$ cat src/rtl/pc_fetch_unit.sv
// pc_fetch_unit
// Program-counter register and instruction-fetch sequencer. Issues one
// instruction-memory read per instruction (at most one outstanding), holds
// the fetched word for decode, and loads pc_next when decode accepts it.
//
// Optional build macro: FETCH_PERF_CNT_EN adds perf_fetch_cnt/perf_stall_cnt.
//
// Ports:
//   clk, rst          clock and synchronous active-high reset
//   pc_next           next PC from next_pc_mux, loaded on decode handshake
//   flush, flush_pc   redirect request and target (highest priority)
//   imem_req_*        fetch request channel (valid/ready, addr = current PC)
//   imem_rsp_*        fetch response channel (valid only, no backpressure)
//   if_valid, if_ready, if_instr, if_pc, if_pc_plus4   decode interface
//   perf_fetch_cnt, perf_stall_cnt   (FETCH_PERF_CNT_EN only)
//
// state | meaning
// REQ   | request at PC is presented to memory
// WAIT  | request accepted, waiting for the response
// HOLD  | instruction held for decode until accepted or flushed
// DROP  | flushed while a response is in flight; discard it when it lands
module pc_fetch_unit #(
  parameter logic [31:0] RESET_VECTOR = 32'h0000_0000
) (
  input  logic        clk,
  input  logic        rst,
  input  logic [31:0] pc_next,
  input  logic        flush,
  input  logic [31:0] flush_pc,
  output logic        imem_req_valid,
  input  logic        imem_req_ready,
  output logic [31:0] imem_req_addr,
  input  logic        imem_rsp_valid,
  input  logic [31:0] imem_rsp_data,
  output logic        if_valid,
  input  logic        if_ready,
  output logic [31:0] if_instr,
  output logic [31:0] if_pc,
  output logic [31:0] if_pc_plus4
`ifdef FETCH_PERF_CNT_EN
  ,
  output logic [31:0] perf_fetch_cnt,
  output logic [31:0] perf_stall_cnt
`endif
);

  localparam logic [31:0] NOP_INSTR  = 32'h0000_0013;
  localparam logic [31:0] ALIGN_MASK = 32'hFFFF_FFFC;

  typedef enum logic [1:0] {
    S_REQ  = 2'd0,
    S_WAIT = 2'd1,
    S_HOLD = 2'd2,
    S_DROP = 2'd3
  } state_e;

  state_e      state_q, state_d;
  logic [31:0] pc_q, pc_d;
  logic [31:0] instr_q, instr_d;

  always_comb begin
    state_d        = state_q;
    pc_d           = pc_q;
    instr_d        = instr_q;
    imem_req_valid = 1'b0;
    if_valid       = 1'b0;
    case (state_q)
      S_REQ: begin
        imem_req_valid = !flush;
        if (flush) begin
          pc_d = flush_pc & ALIGN_MASK;
        end else if (imem_req_ready) begin
          state_d = S_WAIT;
        end
      end
      S_WAIT: begin
        if (flush) begin
          pc_d = flush_pc & ALIGN_MASK;
          // A response landing with the flush is the one outstanding read,
          // so nothing is left to drain.
          state_d = imem_rsp_valid ? S_REQ : S_DROP;
        end else if (imem_rsp_valid) begin
          instr_d = imem_rsp_data;
          state_d = S_HOLD;
        end
      end
      S_HOLD: begin
        if_valid = 1'b1;
        if (flush) begin
          pc_d    = flush_pc & ALIGN_MASK;
          state_d = S_REQ;
        end else if (if_ready) begin
          pc_d    = pc_next & ALIGN_MASK;
          state_d = S_REQ;
        end
      end
      S_DROP: begin
        if (flush) begin
          pc_d = flush_pc & ALIGN_MASK;
        end
        if (imem_rsp_valid) begin
          state_d = S_REQ;
        end
      end
      default: state_d = S_REQ;
    endcase
    // Outputs are quiet during the reset cycle regardless of the held state.
    if (rst) begin
      imem_req_valid = 1'b0;
      if_valid       = 1'b0;
    end
  end

  always_ff @(posedge clk) begin
    if (rst) begin
      state_q <= S_REQ;
      pc_q    <= RESET_VECTOR;
      instr_q <= NOP_INSTR;
    end else begin
      state_q <= state_d;
      pc_q    <= pc_d;
      instr_q <= instr_d;
    end
  end

  assign imem_req_addr = pc_q;
  assign if_pc         = pc_q;
  assign if_pc_plus4   = pc_q + 32'd4;
  assign if_instr      = instr_q;

`ifdef FETCH_PERF_CNT_EN
  logic        perf_retire;
  logic        perf_stall;
  logic [31:0] perf_fetch_q, perf_stall_q;

  assign perf_retire = (state_q == S_HOLD) && if_ready && !flush;
  assign perf_stall  = ((state_q == S_HOLD) && !if_ready) ||
                       (state_q == S_WAIT) || (state_q == S_DROP);

  always_ff @(posedge clk) begin
    if (rst) begin
      perf_fetch_q <= 32'd0;
      perf_stall_q <= 32'd0;
    end else begin
      if (perf_retire) perf_fetch_q <= perf_fetch_q + 32'd1;
      if (perf_stall)  perf_stall_q <= perf_stall_q + 32'd1;
    end
  end

  assign perf_fetch_cnt = perf_fetch_q;
  assign perf_stall_cnt = perf_stall_q;
`endif

endmodule

$ cat config.mk
export PLATFORM = sky130hd
export DESIGN_NAME = pc_fetch_unit
export DESIGN_NICKNAME = d
export VERILOG_FILES = /design/src/rtl/pc_fetch_unit.sv
export SDC_FILE = /design/constraint.sdc
export NUM_CORES = 1
export LEC_CHECK = 0
export ABC_AREA = 0
export CELL_PAD_IN_SITES_DETAIL_PLACEMENT = 0
export CELL_PAD_IN_SITES_GLOBAL_PLACEMENT = 1
export CORE_ASPECT_RATIO = 0.5
export CORE_MARGIN = 2
export CORE_UTILIZATION = 25
export CTS_CLUSTER_SIZE = 14
export DETAILED_ROUTE_END_ITERATION = 7
export PLACE_DENSITY = 0.91
export SETUP_SLACK_MARGIN = 0.5
export SYNTH_ARGS = -nofsm -noshare
export SYNTH_HDL_FRONTEND = slang
export SYNTH_SLANG_ARGS = --single-unit
$ cat constraint.sdc
create_clock -name clk -period 1.86 [get_ports clk]
set_input_delay 0.372 -clock clk [delete_from_list [all_inputs] [get_ports clk]]
set_output_delay 0.372 -clock clk [all_outputs]
set_load 0.01 [all_outputs]
# After elaboration in Yosys (flattened, before gate mapping)

Cells that the tools add are included.

Multiplexer cells: 17
Equal/unequal tests: 9
Reductions and logical operators: 6
Bitwise logic cells: 1
$add $sub $neg: 1

Operator list:

| cell                  | number |
|---|---|
| $mux 32               | 3 |
| $pmux 32 s2           | 1 |
| $add 32x3->32 const B | 1 |
| $mux 2                | 8 |
| $pmux 2 s4            | 1 |
| $ne 2x2->1 const B    | 3 |
| $ne 3x3->1 const B    | 2 |
| $reduce_and 5->1      | 1 |
| $eq 2x2->1 const B    | 2 |
| $mux 1                | 4 |
| $reduce_and 3->1      | 1 |
| $reduce_or 3->1       | 1 |
| $eq 2x1->1 const B    | 1 |
| $logic_not 2->1       | 1 |
| $ne 2x1->1 const B    | 1 |
| $reduce_and 2->1      | 1 |
| $logic_not 1->1       | 1 |
| $not 1->1             | 1 |

Word-level logic and storage cells: 37
Output and inout port bits: 130
Flip-flop bits (word level): 66
Input port bits: 102

# Longest topological paths before layout

Gate-level depths: netlist (run 1).

Word-level depth: 4
Mapped depth: 7
Mapped depth without buffers: 5

# Worst setup path before layout (run 1)

No wires, ideal clock.

Kind: register to output
From: register pc_q[2], in the netlist if_pc[2]
To: output if_pc_plus4[18]
Cell stages (with the launch flop): 6
Path buffers: 0
Data required time: 1.488 ns
Slack: -0.046 ns
Arrival: 1.534 ns
Cell sequence: dfxtp_1 > ha_1 > and3_2 > nand4_4 > nor3_1 > xor2_1

Word-level cells in the longest chain between the ends: 1

RTL lines:

| item                   | line | text |
|---|---|---|
| from (decl)            | 58   | `logic [31:0] pc_q, pc_d;` |
| from (signal assigned) | 121  | `pc_q <= pc_d;` |
| $add 32x3->32          | 128  | `assign if_pc_plus4 = pc_q + 32'd4;` |
| to (decl)              | 39   | `output logic [31:0] if_pc_plus4` |

No other way between the ends.

# Final worst setup path (run 1)

From: register pc_q[3], in the netlist if_pc[3]
To: output if_pc_plus4[20]

The elaborated chain is that of the path after synthesis.

==> flow_summary_export.csv, run 1 <==
group,metric,value,unit
clock_network,clk_pin_slew,0.05,ns
outcome,violations,"negative setup slack",
finish,layout-drive-gt1-share,0.592,
logic_synthesis,seq_area_frac_synth,0.359,
timing,slew_headroom,0.476,
finish,fin_area,0.00804,mm²
logic_synthesis,yosys.cell_types.count,38,
hold_path,min-delay-start,"if_instr[30]",
finish,fill_cells,1114,
logic_synthesis,ys_ff_latch,64,
setup_path,critPathMaxStageDelay,0.37,ns
finish,n_antenna_cell,0,
timing,fin_crit,2.26,ns
pwr,peakVddDrop,366,µV
timing,finalSetupTns,-6.25,ns
placement,dp_hpwl,10100,µm
setup_path,r2r_cells,7,
timing,finalWorstSetupSlack,-0.400,ns
clock_network,ctsHoldBuffers,0,
timing,whs,0.455,ns
clock_network,cts_root_buffer,"clkbuf_16",
setup_path,cpLargestDelayFamily,"simple AND/OR/NAND/NOR gates",
detailed_routing,vias,4470,
setup_path,critical_path_depth,8,
placement,place.gp.congestion,0.840,
timing,tightest_slew,0.786,ns
clock_network,cts_inserted_buffers,9,
floorplanning,core_area,0.0137,mm²
logic_synthesis,syn_area_per_cell,8.00,µm²
setup_path,cp_slowest_cell,"dfxtp_4",
placement,placed_cell_area,0.00634,mm²
logic_synthesis,syn_inst,446,
floorplanning,die_h,88.5,µm
timing,fin_worst_skew,0.00595,ns
placement,preCtsSetupSlack,-0.443,ns
detailed_routing,vias_per_cell,4.82,
finish,final_common_cell,"clkdlybuf4s50_1",
detailed_routing,totalWireLength,17600,µm
setup_path,end_kind,"primary output",
setup_path,rrSetupSlack,0.29,ns
global_route,grt_pass1_vias,4486,
hold_path,hold_path_depth,2,
detailed_routing,wl_per_cell,18.9,µm
setup_path,startpoint_type,"flop",
timing,fin_crit_sh,1.22,
setup_path,cpMostUsedCell,"buf_6",
clock_network,cts_tree,"done",
setup_path,rr_endpoint,"if_pc[31]",
clock_network,htreeDepth,3,
setup_path,r2r-start,"state_q[0]",
setup_path,critPathKind,"reg2out",
global_route,antenna_found_initial,0,
pwr,power_density,557,mW/mm²
clock_network,cts.path.max_buffers,2,
setup_path,cp_cell_sequence,"ha_4 -> and3_4 -> nand4_4 -> buf_6 -> buf_6 -> nor3_4 -> xor2_1 -> buf_2",
global_route,grt-ovfl-total,0,
finish,area_growth,125,%
hold_path,min_path_type,"reg2reg",
logic_synthesis,yosys.area.top_type,"dfxtp_1",
detailed_routing,ant_nets,0,
detailed_routing,firstDrtPassIters,5,
timing,finalMaxSlewViolations,0,
outcome,status,"finished with violations",
setup_path,path_buf_inv,3,
finish,fin_cells,928,
placement,port-buffer-count,221,
setup_path,cp.arrival,1.89,ns
placement,dpl.cell_count,859,
floorplanning,start_util,0.260,
clock_network,clock_latency,0.32,ns
timing,clock.fmax,0.442,GHz
timing,rsz0062_at_grt,"yes",
setup_path,path_max_fanout,4,
setup_path,cp.required,1.49,ns
timing,finalHoldViolCount,0,
floorplanning,die_x,173,µm
logic_synthesis,yosys-top-cells-area,"dfxtp_1, buf_4, nand2_1, a211oi_1, and2_1",
logic_synthesis,syn_area,0.00357,mm²
global_route,gr-usage-all-layers,0.201,
finish,nets,834,
timing,final-setup-viol-count,25,
logic_synthesis,yosysWarnings,0,
floorplanning,ioPinCount,232,
finish,layout_common_cells,"clkdlybuf4s50_1, buf_6, buf_2",
floorplanning,rows,30,
pwr,leakagePower,3.77,nW
hold_path,holdPathEnd,"if_instr[30]",
detailed_routing,drc,0,
floorplanning,die-area,0.0153,mm²
detailed_routing,drt_iter0_drc,217,
logic_synthesis,synth_top_area_share,0.359,
run,drv_cap,0,
global_route,grt_max_degree,51,
clock_network,cts_num_sinks,64,
global_route,grt_pass1_wl,23900,µm
## registers in the layout, indices dropped and copies added, names as in the netlist
register  flops
state_q       2
if_instr     32
if_pc        30
## cells in the mapped netlist, drive strengths merged
cell type,n
a211oi,29
nor3b,1
and4,4
xor2,14
conb,1
nor4,5
nor3,36
nor2b,30
nand3b,1
nand4b,1
nor2,6
inv,2
dfxtp,64
and2,31
mux2,2
xnor2,14
a21oi,30
a22o,1
ha,1
nand2,73
buf,46
nand3,16
and3,8
mux2i,1
nand4,9
o21ai,1
clkbuf,19
## where the power goes
group | switching (W) | internal, W
clock | 0.000603 | 0.00115
sequential | 0.0000580 | 0.00143
combinational | 0.000548 | 0.000683
## per-layer routing
metal	wire length [µm]	GRT usage	up-vias
li1	-	-	2054
met1	6860	0.222	2194
met2	9180	0.369	166
met3	769	0.0447	56
met4	751	0.112	0
met5	0	0	-
## logic make-up after synthesis
group           share of synthesized area
buf+inv                             0.114
xor+xnor                           0.0687
other cells                       0.00105
flops                               0.359
compound gates                      0.107
fa+ha+maj                         0.00351
simple gates                        0.337
mux                               0.00912
## worst max path at each step
stage	start	end	slack [ns]
after CTS	if_pc[3]	if_pc_plus4[20]	-0.40
after detailed placement	if_pc[2]	if_pc_plus4[30]	-0.44
after floorplan	if_pc[2]	if_pc_plus4[18]	0.13
after global placement	if_pc[2]	if_pc_plus4[18]	-0.39
final	if_pc[3]	if_pc_plus4[20]	-0.40
after global routing	if_pc[3]	if_pc_plus4[22]	-0.49
## per-stage QoR
stage / util / total power (W)
2_1_floorplan: - / 0.00193
3_3_place_gp: 0.462 / 0.00253
3_5_place_dp: 0.462 / 0.00254
4_1_cts: 0.524 / 0.00435
5_1_grt: 0.585 / 0.00466
6_report: 0.585 / 0.00448
## worst min-delay path, cell delays in order, from the launching register on
cell	delay, ns
dfxtp_1	0.30
nand2_1	0.06
a21oi_2	0.04
## timing repair
item / CTS / global route
gates resized for setup: 558 / 160
cloned: 7 / 5
setup buffers: 27 / 14
setup endpoints to repair: 154 / 129
pin swaps: 127 / 78
## cell type report
class,instances,area (µm²),share of cell area
clock inverter,2,35.0,0.00436
clock buffer,14,275,0.0343
multi-input combinational,321,2930,0.365
timing repair buffer,333,3190,0.397
sequential,64,1360,0.169
tap,192,240,0.0299
inverter,2,7.51,0.000934
Note: power is estimated with default switching activity, not from simulation.
==> run 2, diff against run 1 <==
--- a/config.mk
+++ b/config.mk
@@ -8,7 +8,6 @@
 export ABC_AREA = 0
 export CELL_PAD_IN_SITES_DETAIL_PLACEMENT = 0
 export CELL_PAD_IN_SITES_GLOBAL_PLACEMENT = 1
-export CORE_ASPECT_RATIO = 0.5
 export CORE_MARGIN = 2
 export CORE_UTILIZATION = 25
 export CTS_CLUSTER_SIZE = 14
==> run 2 against run 1 <==
The flow still finishes with violations (negative setup slack). Global-route usage decreased by 0.070 points. Utilization decreased by 1.4 points. Fmax increased by 0.94%. Largest power group unchanged. Non-clock buffer count increased by 3. Clock skew about the same. Power decreased by 5.2%. Register-to-register slack got worse by 0.05 ns. Flip-flop and latch count unchanged. Highest routed layer unchanged.
==> flow_summary_export.csv, run 2 (synthesis results as in run 1) <==
group,metric,value,unit
timing,fin_crit,2.24,ns
timing,finalSetupTns,-6.08,ns
finish,fill_cells,1182,
setup_path,end_kind,"primary output",
timing,final-setup-viol-count,26,
setup_path,critPathKind,"reg2out",
floorplanning,start_util,0.256,
detailed_routing,firstDrtPassIters,6,
timing,tightest_slew,0.524,ns
timing,rsz0062_at_grt,"yes",
finish,nets,837,
finish,layout-drive-gt1-share,0.575,
floorplanning,core_area,0.0139,mm²
hold_path,min_path_type,"reg2reg",
setup_path,cpLargestDelayFamily,"simple AND/OR/NAND/NOR gates",
timing,finalMaxSlewViolations,0,
clock_network,cts.path.max_buffers,2,
pwr,peakVddDrop,457,µV
detailed_routing,vias,4338,
setup_path,startpoint_type,"flop",
placement,dp_hpwl,9910,µm
outcome,status,"finished with violations",
timing,fin_crit_sh,1.20,
timing,clock.fmax,0.447,GHz
floorplanning,rows,43,
timing,finalWorstSetupSlack,-0.379,ns
placement,preCtsSetupSlack,-0.438,ns
finish,fin_area,0.00795,mm²
global_route,gr-usage-all-layers,0.200,
finish,area_growth,123,%
clock_network,cts_tree,"done",
detailed_routing,drt_iter0_drc,112,
outcome,violations,"negative setup slack",
setup_path,cp.required,1.49,ns
setup_path,cp_cell_sequence,"ha_4 -> and3_4 -> nand4_4 -> buf_6 -> nor4_4 -> xor2_1 -> buf_2",
finish,layout_common_cells,"clkdlybuf4s50_1, buf_6, buf_2",
clock_network,cts_num_sinks,64,
global_route,grt_pass1_wl,22900,µm
setup_path,path_max_fanout,4,
placement,port-buffer-count,221,
setup_path,path_buf_inv,2,
detailed_routing,ant_nets,0,
floorplanning,ioPinCount,232,
clock_network,cts_root_buffer,"clkbuf_16",
detailed_routing,totalWireLength,16900,µm
floorplanning,die-area,0.0152,mm²
setup_path,critPathMaxStageDelay,0.37,ns
run,drv_cap,0,
timing,slew_headroom,0.651,
detailed_routing,drc,0,
finish,final_common_cell,"clkdlybuf4s50_1",
global_route,grt-ovfl-total,0,
placement,place.gp.congestion,0.847,
pwr,leakagePower,3.60,nW
timing,finalHoldViolCount,0,
setup_path,cp_slowest_cell,"dfxtp_4",
finish,largest_reg_flops,32,
pwr,power_density,534,mW/mm²
finish,seqCellArea,0.00137,mm²
floorplanning,die_x,123,µm
timing,fin_worst_skew,0.00623,ns
detailed_routing,vias_per_cell,4.72,
clock_network,cts_inserted_buffers,9,
setup_path,cp.arrival,1.87,ns
clock_network,htreeDepth,3,
clock_network,clk_pin_slew,0.05,ns
global_route,antenna_found_initial,1,
detailed_routing,wl_per_cell,18.3,µm
floorplanning,die_h,123,µm
clock_network,clock_latency,0.33,ns
finish,multiInputGateArea,0.00281,mm²
placement,placed_cell_area,0.00626,mm²
global_route,grt_pass1_vias,4339,
global_route,grt_max_degree,40,
-- run 2: worst paths after layout --
check               endpoint    startpoint  slack [ns]  cells past startpoint
max          if_pc_plus4[30]      if_pc[3]       -0.38                      7
min             if_instr[16]  if_instr[16]        0.46                      2
max reg2reg        if_pc[31]    state_q[0]        0.24                      8
min reg2reg     if_instr[16]  if_instr[16]        0.46                      2
-- run 2: cell type report --
type	instances	area share
multi-input combinational	321	0.354
timing repair buffer	336	0.412
clock inverter	5	0.00409
tap	180	0.0283
antenna	1	0.000315
inverter	2	0.000944
clock buffer	11	0.0293
sequential	64	0.172
-- run 2: timing repair --
item | in CTS | in global routing
buffers inserted | 32 | 20
hold buffers | 0 | 0
pin swaps | 120 | 50
gates cloned | 7 | 4
endpoints found under the setup margin | 154 | 145
gates resized for setup | 553 | 149
-- run 2: per-stage QoR --
stage,hold slack [ns],total power [W],utilization,instances
after floorplan,0.481,0.00193,-,451
after global placement,0.441,0.00251,0.449,840
after detailed placement,0.448,0.00252,0.449,840
after CTS,0.452,0.00415,0.514,895
after global routing,0.472,0.00443,0.571,920
final,0.456,0.00425,0.571,920
-- run 2: where the power goes --
group,internal (W),leakage [nW],switching (W)
Combinational,0.000696,2.94,0.000528
Clock,0.000900,0.130,0.000636
Sequential,0.00143,0.539,0.0000568
Total,0.00303,3.60,0.00122
-- run 2: per-layer routing --
metal / wire length, µm / part of all wire / GRT usage / vias up
met5: 0 / 0 / 0 / -
met4: 299 / 0.018 / 0.0646 / 0
met3: 1080 / 0.064 / 0.0637 / 28
met2: 9090 / 0.54 / 0.364 / 158
met1: 6390 / 0.38 / 0.219 / 2091
li1: - / - / - / 2061
-- run 2: worst min-delay path, cell delays in order, from the launching register on --
cell and delay [ns]:
dfxtp_1 0.30, nand2_1 0.05, a21oi_1 0.05
==> run 3, diff against run 2 <==
--- a/config.mk
+++ b/config.mk
@@ -10,6 +10,7 @@
 export CELL_PAD_IN_SITES_GLOBAL_PLACEMENT = 1
 export CORE_MARGIN = 2
 export CORE_UTILIZATION = 25
+export CTS_CLUSTER_DIAMETER = 60
 export CTS_CLUSTER_SIZE = 14
 export DETAILED_ROUTE_END_ITERATION = 7
 export PLACE_DENSITY = 0.91
==> results of run 3 <==
The final DEF is identical to that of run 2; final timing and power are the same.
